$ cat config.mk
export PLATFORM = sky130hd
export DESIGN_NAME = id_ex_stage
export DESIGN_NICKNAME = d
export VERILOG_FILES = /design/src/rtl/mips_pkg.sv /design/src/rtl/id_ex_stage_main_decoder.sv /design/src/rtl/id_ex_stage.sv
export SDC_FILE = /design/constraint.sdc
export NUM_CORES = 1
export LEC_CHECK = 0
export CAP_MARGIN = 20
export CORE_ASPECT_RATIO = 1.25
export CORE_MARGIN = 2
export CORE_UTILIZATION = 40
export CTS_CLUSTER_SIZE = 12
export DETAILED_ROUTE_END_ITERATION = 10
export PLACE_DENSITY = 0.87
export SLEW_MARGIN = 20
export SYNTH_ARGS = -nofsm -noshare
export SYNTH_HDL_FRONTEND = slang
export SYNTH_SLANG_ARGS = --single-unit
$ cat constraint.sdc
create_clock -name clk -period 4.5 [get_ports clk]
set_clock_uncertainty 0.1 [all_clocks]
set_input_delay 0.45 -clock clk [delete_from_list [all_inputs] [get_ports clk]]
set_output_delay 0.45 -clock clk [all_outputs]
set_load 0.005 [all_outputs]
$ cat src/rtl/mips_pkg.sv
// Shared opcode, ALU-op and control-bundle definitions
// for the MIPS pipeline stages.
package mips_pkg;

  localparam logic [5:0] OP_RTYPE = 6'b000000;
  localparam logic [5:0] OP_LW    = 6'b100011;
  localparam logic [5:0] OP_SW    = 6'b101011;
  localparam logic [5:0] OP_BEQ   = 6'b000100;
  localparam logic [5:0] OP_ADDI  = 6'b001000;

  localparam logic [1:0] ALUOP_ADD   = 2'b00;
  localparam logic [1:0] ALUOP_SUB   = 2'b01;
  localparam logic [1:0] ALUOP_FUNCT = 2'b10;

  typedef struct packed {
    logic       regwrite;
    logic       memtoreg;
    logic       memread;
    logic       memwrite;
    logic       branch;
    logic       alusrc;
    logic       regdst;
    logic [1:0] aluop;
  } ctrl_t;

  localparam ctrl_t CTRL_NOP = '0;

endpackage

$ cat src/rtl/id_ex_stage_main_decoder.sv
// Main control decoder: opcode to control bundle
// plus whether the instruction reads rt.
module main_decoder
  import mips_pkg::*;
(
  input  logic [5:0] opcode,
  output ctrl_t      ctrl,
  output logic       uses_rt
);

  always_comb begin
    ctrl    = CTRL_NOP;
    uses_rt = 1'b0;
    unique case (1'b1)
      (opcode == OP_RTYPE): begin
        ctrl.regdst   = 1'b1;
        ctrl.regwrite = 1'b1;
        ctrl.aluop    = ALUOP_FUNCT;
        uses_rt       = 1'b1;
      end
      (opcode == OP_LW): begin
        ctrl.alusrc   = 1'b1;
        ctrl.memtoreg = 1'b1;
        ctrl.regwrite = 1'b1;
        ctrl.memread  = 1'b1;
        ctrl.aluop    = ALUOP_ADD;
      end
      (opcode == OP_SW): begin
        ctrl.alusrc   = 1'b1;
        ctrl.memwrite = 1'b1;
        ctrl.aluop    = ALUOP_ADD;
        uses_rt       = 1'b1;
      end
      (opcode == OP_BEQ): begin
        ctrl.branch = 1'b1;
        ctrl.aluop  = ALUOP_SUB;
        uses_rt     = 1'b1;
      end
      (opcode == OP_ADDI): begin
        ctrl.alusrc   = 1'b1;
        ctrl.regwrite = 1'b1;
        ctrl.aluop    = ALUOP_ADD;
      end
      default: begin
        ctrl    = CTRL_NOP;
        uses_rt = 1'b0;
      end
    endcase
  end

endmodule

$ cat src/rtl/id_ex_stage.sv
// ID/EX boundary: decode, load-use hazard detection
// and the ID/EX pipeline register.
module id_ex_stage
  import mips_pkg::*;
#(
  parameter int DATA_W = 32,
  parameter int REG_AW = 5
) (
  input  logic              clk,
  input  logic              reset,
  input  logic              id_valid,
  input  logic [31:0]       id_instr,
  input  logic [DATA_W-1:0] id_pc4,
  input  logic [DATA_W-1:0] id_rd1,
  input  logic [DATA_W-1:0] id_rd2,
  input  logic              flush,
  output logic              stall,
  output logic              ex_valid,
  output logic              ex_regwrite,
  output logic              ex_memtoreg,
  output logic              ex_memread,
  output logic              ex_memwrite,
  output logic              ex_branch,
  output logic              ex_alusrc,
  output logic              ex_regdst,
  output logic [1:0]        ex_aluop,
  output logic [5:0]        ex_funct,
  output logic [DATA_W-1:0] ex_rd1,
  output logic [DATA_W-1:0] ex_rd2,
  output logic [DATA_W-1:0] ex_imm,
  output logic [REG_AW-1:0] ex_rs,
  output logic [REG_AW-1:0] ex_rt,
  output logic [REG_AW-1:0] ex_rd,
  output logic [DATA_W-1:0] ex_pc4
);

  ctrl_t             dec_ctrl;
  logic              uses_rt;
  logic [REG_AW-1:0] id_rs, id_rt, id_rd;
  logic              hz, load;

  ctrl_t             ctrl_q, ctrl_d;
  logic              valid_q, valid_d;
  logic [5:0]        funct_q, funct_d;
  logic [DATA_W-1:0] rd1_q, rd1_d;
  logic [DATA_W-1:0] rd2_q, rd2_d;
  logic [DATA_W-1:0] imm_q, imm_d;
  logic [DATA_W-1:0] pc4_q, pc4_d;
  logic [REG_AW-1:0] rs_q, rs_d;
  logic [REG_AW-1:0] rt_q, rt_d;
  logic [REG_AW-1:0] rd_q, rd_d;

  main_decoder u_dec (
    .opcode  (id_instr[31:26]),
    .ctrl    (dec_ctrl),
    .uses_rt (uses_rt)
  );

  assign id_rs = id_instr[25:21];
  assign id_rt = id_instr[20:16];
  assign id_rd = id_instr[15:11];

  // A load in EX whose target feeds ID cannot be forwarded in time.
  assign hz = valid_q & ctrl_q.memread
            & (rt_q != '0) & id_valid
            & ((rt_q == id_rs)
              | ((rt_q == id_rt) & uses_rt));

  assign stall = hz & ~flush;
  assign load  = id_valid & ~flush & ~hz;

  always_comb begin
    ctrl_d  = CTRL_NOP;
    valid_d = 1'b0;
    funct_d = '0;
    rd1_d   = '0;
    rd2_d   = '0;
    imm_d   = '0;
    pc4_d   = '0;
    rs_d    = '0;
    rt_d    = '0;
    rd_d    = '0;
    if (load) begin
      ctrl_d  = dec_ctrl;
      valid_d = 1'b1;
      funct_d = id_instr[5:0];
      rd1_d   = id_rd1;
      rd2_d   = id_rd2;
      imm_d   = {{(DATA_W-16){id_instr[15]}},
                 id_instr[15:0]};
      pc4_d   = id_pc4;
      rs_d    = id_rs;
      rt_d    = id_rt;
      rd_d    = id_rd;
    end
  end

  always_ff @(posedge clk or posedge reset) begin
    if (reset) begin
      ctrl_q  <= CTRL_NOP;
      valid_q <= 1'b0;
      funct_q <= '0;
      rd1_q   <= '0;
      rd2_q   <= '0;
      imm_q   <= '0;
      pc4_q   <= '0;
      rs_q    <= '0;
      rt_q    <= '0;
      rd_q    <= '0;
    end else begin
      ctrl_q  <= ctrl_d;
      valid_q <= valid_d;
      funct_q <= funct_d;
      rd1_q   <= rd1_d;
      rd2_q   <= rd2_d;
      imm_q   <= imm_d;
      pc4_q   <= pc4_d;
      rs_q    <= rs_d;
      rt_q    <= rt_d;
      rd_q    <= rd_d;
    end
  end

  assign ex_valid    = valid_q;
  assign ex_regwrite = ctrl_q.regwrite;
  assign ex_memtoreg = ctrl_q.memtoreg;
  assign ex_memread  = ctrl_q.memread;
  assign ex_memwrite = ctrl_q.memwrite;
  assign ex_branch   = ctrl_q.branch;
  assign ex_alusrc   = ctrl_q.alusrc;
  assign ex_regdst   = ctrl_q.regdst;
  assign ex_aluop    = ctrl_q.aluop;
  assign ex_funct    = funct_q;
  assign ex_rd1      = rd1_q;
  assign ex_rd2      = rd2_q;
  assign ex_imm      = imm_q;
  assign ex_rs       = rs_q;
  assign ex_rt       = rt_q;
  assign ex_rd       = rd_q;
  assign ex_pc4      = pc4_q;

endmodule

; Word level (Yosys, flattened, before mapping)
; Cells that the tools add are included.
[word_totals]
register_bits = 159
in_bits = 132
output_inout_bits = 160
elab_cells = 57
[classes]
n_eq_ne = 6
muxes = 18
bitwise_logic = 11
reduce_logical = 5
[ops]
columns = operator, n
row1 = $mux W32, 4
row2 = $mux W5, 3
row3 = $eq A6 B6 Y1 const B, 2
row4 = $eq A5 B5 Y1, 2
row5 = $mux W9, 1
row6 = $reduce_or A3 Y1, 3
row7 = $and A1 B1 Y1, 8
row8 = $mux W1, 7
row9 = $eq A6 B3 Y1 const B, 1
row10 = $eq A6 B4 Y1 const B, 1
row11 = $logic_not A6 Y1, 1
row12 = $mux W6, 1
row13 = $reduce_bool A5 Y1, 1
row14 = $pmux W2 S2, 1
row15 = $mux W2, 1
row16 = $not A1 Y1, 2
row17 = $or A1 B1 Y1, 1

; Longest topological paths before layout
[depth]
ltp_word = 9
mapped_depth = 6
depth_no_buf = 4

; Hierarchy
; A second synthesis with hierarchy kept.
[hier_totals]
hier_cells = 503
area_unflattened_um2 = 5162.5
[by_module_without_submodules]
columns = mod, instances, cells_per_inst, area_each_um2, seq_area_each_um2
row1 = id_ex_stage, 1, 487, 5022.3, 3303.2
row2 = main_decoder, 1, 16, 140.1, 0.0

; Least setup slack after synthesis
; No wires, ideal clock.
[synth_timing]
path_kind = input port to output port
startpoint = in id_instr[27]
endpoint = out stall
t_arrival_ns = 1.629
slack_ns = 2.321
stages = 4
path_cell_list = or4_4 > o21a_2 > nor3_1 > o21a_1
[synth_via]
elab_chain_cells = 7
elab_cells_between_ends = 9
cone_classes = 2 x eq/ne / 1 x mux / 4 x bitwise / 2 x reduce/logical
[synth_lines]
columns = item, line_no
row1 = from (decl), id_ex_stage.sv:12  ; input logic [31:0] id_instr,
row2 = $eq A6 B3 Y1 (tied with other cells), id_ex_stage_main_decoder.sv:34  ; (opcode == OP_BEQ): begin
row3 = $reduce_or A3 Y1 (no line) *, --
row4 = $mux W1 *, id_ex_stage_main_decoder.sv:14  ; unique case (1'b1)
row5 = $and A1 B1 Y1 *, id_ex_stage.sv:67  ; | ((rt_q == id_rt) & uses_rt));
row6 = $or A1 B1 Y1 *, id_ex_stage.sv:67
row7 = $and A1 B1 Y1 *, id_ex_stage.sv:66  ; & ((rt_q == id_rs)
row8 = $and A1 B1 Y1 *, id_ex_stage.sv:69  ; assign stall = hz & ~flush;
row9 = to (decl), id_ex_stage.sv:17  ; output logic stall,
; Mark *: on every way between the ends. The rest lies on a longest branch, timed or not.

; Worst setup path in the final report
; Ends and elaborated chain as after synthesis.

==> impl_metrics.toml <==
[placement]
pre_cts_slack_ps = 1170
dpl.hpwl_um = 10900
routabilityCongestion = 0.756
port_buffers = 291

[pwr]
p_leak_nw = 4.32
power_w = 0.00296
ir_drop_mv = 0.198
p_per_area_nw_per_um2 = 321

[synthesis]
synth_top_cell_by_area = "dfrtp_1"
synthCells = 492
synthArstFlopShare_pct = 100
ys_types = 31
ys_seq_area_share_pct = 53.8
netlist_top_cells_area = "dfrtp_1 (54%), nor3_2 (19%), nand2_1 (7.6%)"
syn_area_um2 = 6090
avgSynthCellArea_um2 = 12.4
syn_nets = 624
synth-main-ff-cell = "dfrtp_1"
yosysWarnings = 0
ys_seq_elements = 131
synth_edf_count = 0
yosysTopAreaCellShare_pct = 53.8

[timing]
tightest_slew_ps = 810
drv_slew = 0
maxSlewHeadroom_pct = 46.0
fmax_mhz = 296
final.setup.worst_slack_ps = 1130
period_needed_ps = 3370
setup_violations = 0
fin_worst_hold_slack_ps = 439
setup_tns_ps = 0
rsz0062_at_grt = "no"
timing.final.hold_violations = 0
timing.final.crit_share_pct = 75.0

[drt]
dr_total_vias = 4466
route.detailed.vias_per_inst = 4.75
drt_iter0_drc = 262
ant_nets = 0
drt_wl_total_um = 15700
drc_errors = 0
dr.pass1.iters = 4
wire_per_inst_um = 16.6

[cts]
cts_root_buf = "clkbuf_16"
htreeDepth = 4
clock-sinks = 131
cts_made_buffers = 17
path_clk_slew_ps = 50
ctsResizeCount = 0
cts_setup_buffers = 0
clk_path_buf_depth = 2
clk_latency_ps = 410
hold_buffers = 0
cts_tree = "done"

[floorplanning]
core-area_um2 = 15000
die_h_um = 142
start_util_pct = 40.7
rows = 50
die_area_um2 = 16200
io_pins = 292
die_w_um = 114

[critical_path]
cpPeakStageDelay_ps = 630
critPathKind = "in2out"
critPathMostFrequentCell = "clkdlybuf4s50_1"
worstSetupStartpointType = "input pin"
crit_arrival_ps = 2820
crit_path_end_kind = "output port"
slowest_stage = "or4_4"
worstPathRequired_ps = 3950
crit_fanout = 4
worstPathCellList = "clkdlybuf4s50_1, or4_4, o21a_2, nor3_1, o21a_1, clkdlybuf4s50_1"

[global_route]
grt_max_degree = 113
grt_usage_pct = 19.4
grt_pass1_wl_um = 24400
grt_pass1_vias = 4575
antenna_found_initial = 0
gr-total-overflow = 0

[cells_and_area]
diodes = 0
final_cell_mix = "clkdlybuf4s50_1 (291), dfrtp_1 (131), nand2_1 (123)"
final_common_cell = "clkdlybuf4s50_1"
drive_gt1_share_pct = 23.6
nets = 877
area_delta_synth_final_pct = 51.8

[hold_path]
hp-class = "in2async"

[run_status]
outcome = "finished clean"

[flow_run]
max_cap_violations = 0
[kinds of logic (layout without fill, tap and decap cells)]
kind of cell           after synthesis  count (layout)  synth area share, %
XOR/XNOR                            10              10                 1.44
flip-flops                         131             131                 53.8
buffers and inverters               73             339                 12.5
AND/OR/NAND/NOR                    272             272                 31.1
AO/OA/AOI/OAI                        6               6                 1.15
[state kept, by name (all words and copies together), names as in the netlist]
signal and count:
ex_rt 5, ex_memwrite 1, ex_alusrc 1, ex_rs 5, ex_branch 1, ex_pc4 32
ex_rd2 32, ex_rd 4, ex_valid 1, ex_rd1 32, ex_imm 12, ex_aluop 2
ex_memread 1, ex_regdst 1, ex_regwrite 1
[final cells by class]
type	instances	area (um2)
well taps	182	228
clock inverters	12	129
inverters	2	15.0
clock buffers	20	467
repair buffers	305	3070
flip-flops and latches	131	3280
multi-input cells	288	2060
fillers	1127	5710
[synth_stat cells, drive strengths merged, types with 2 or more instances]
library cell,number
dfrtp,131
nor3,128
nand2,123
buf,57
clkbuf,14
xnor2,10
nor4,5
nor2,4
a2111oi,2
inv,2
nand2b,2
nand3,2
nand4,2
o21a,2
or4,2
[through the flow]
stage               area, um2  instances  util [%]
finish                   9240        940      61.8
global route             9240        940      61.8
CTS                      9240        940      61.8
detailed placement       8650        908      57.8
global placement         8650        908      57.8
floorplan                6090        492         -
[metal layers]
layer | part of all wire (%) | global-route usage, % | up-vias
li1 | - | - | 2094
met1 | 39 | 22.8 | 2150
met2 | 51 | 32.2 | 194
met3 | 8.1 | 7.54 | 28
met4 | 2.4 | 7.06 | 0
met5 | 0 | 0 | -
[report_power, final]
group / switching, W / internal [W] / total [W]
Combinational: 0.000129 / 0.000220 / 0.000349
Clock: 0.000518 / 0.000860 / 0.00138
Sequential: 0.0000163 / 0.00122 / 0.00124
Total: 0.000663 / 0.00230 / 0.00296
[final timing paths]
check	end	from	cells after the start	slack (ps)
hold / removal	ex_pc4[21]	reset	2	440
setup reg to reg	ex_memread	ex_rt[1]	5	2220
min in group clk	ex_rd1[31]	id_rd1[31]	3	470
setup / recovery	stall	id_instr[27]	6	1130
max in group asynchronous	ex_pc4[18]	reset	3	2970
hold reg to reg	ex_regdst	ex_rt[0]	3	730
[worst max-delay path, delay by kind of cell]
| kind | cells | cell delay (ps) |
|---|---|---|
| buf+inv | 2 | 990 |
| compound gates | 2 | 340 |
| simple gates | 2 | 1040 |
Note: power is estimated with default switching activity, not from simulation.
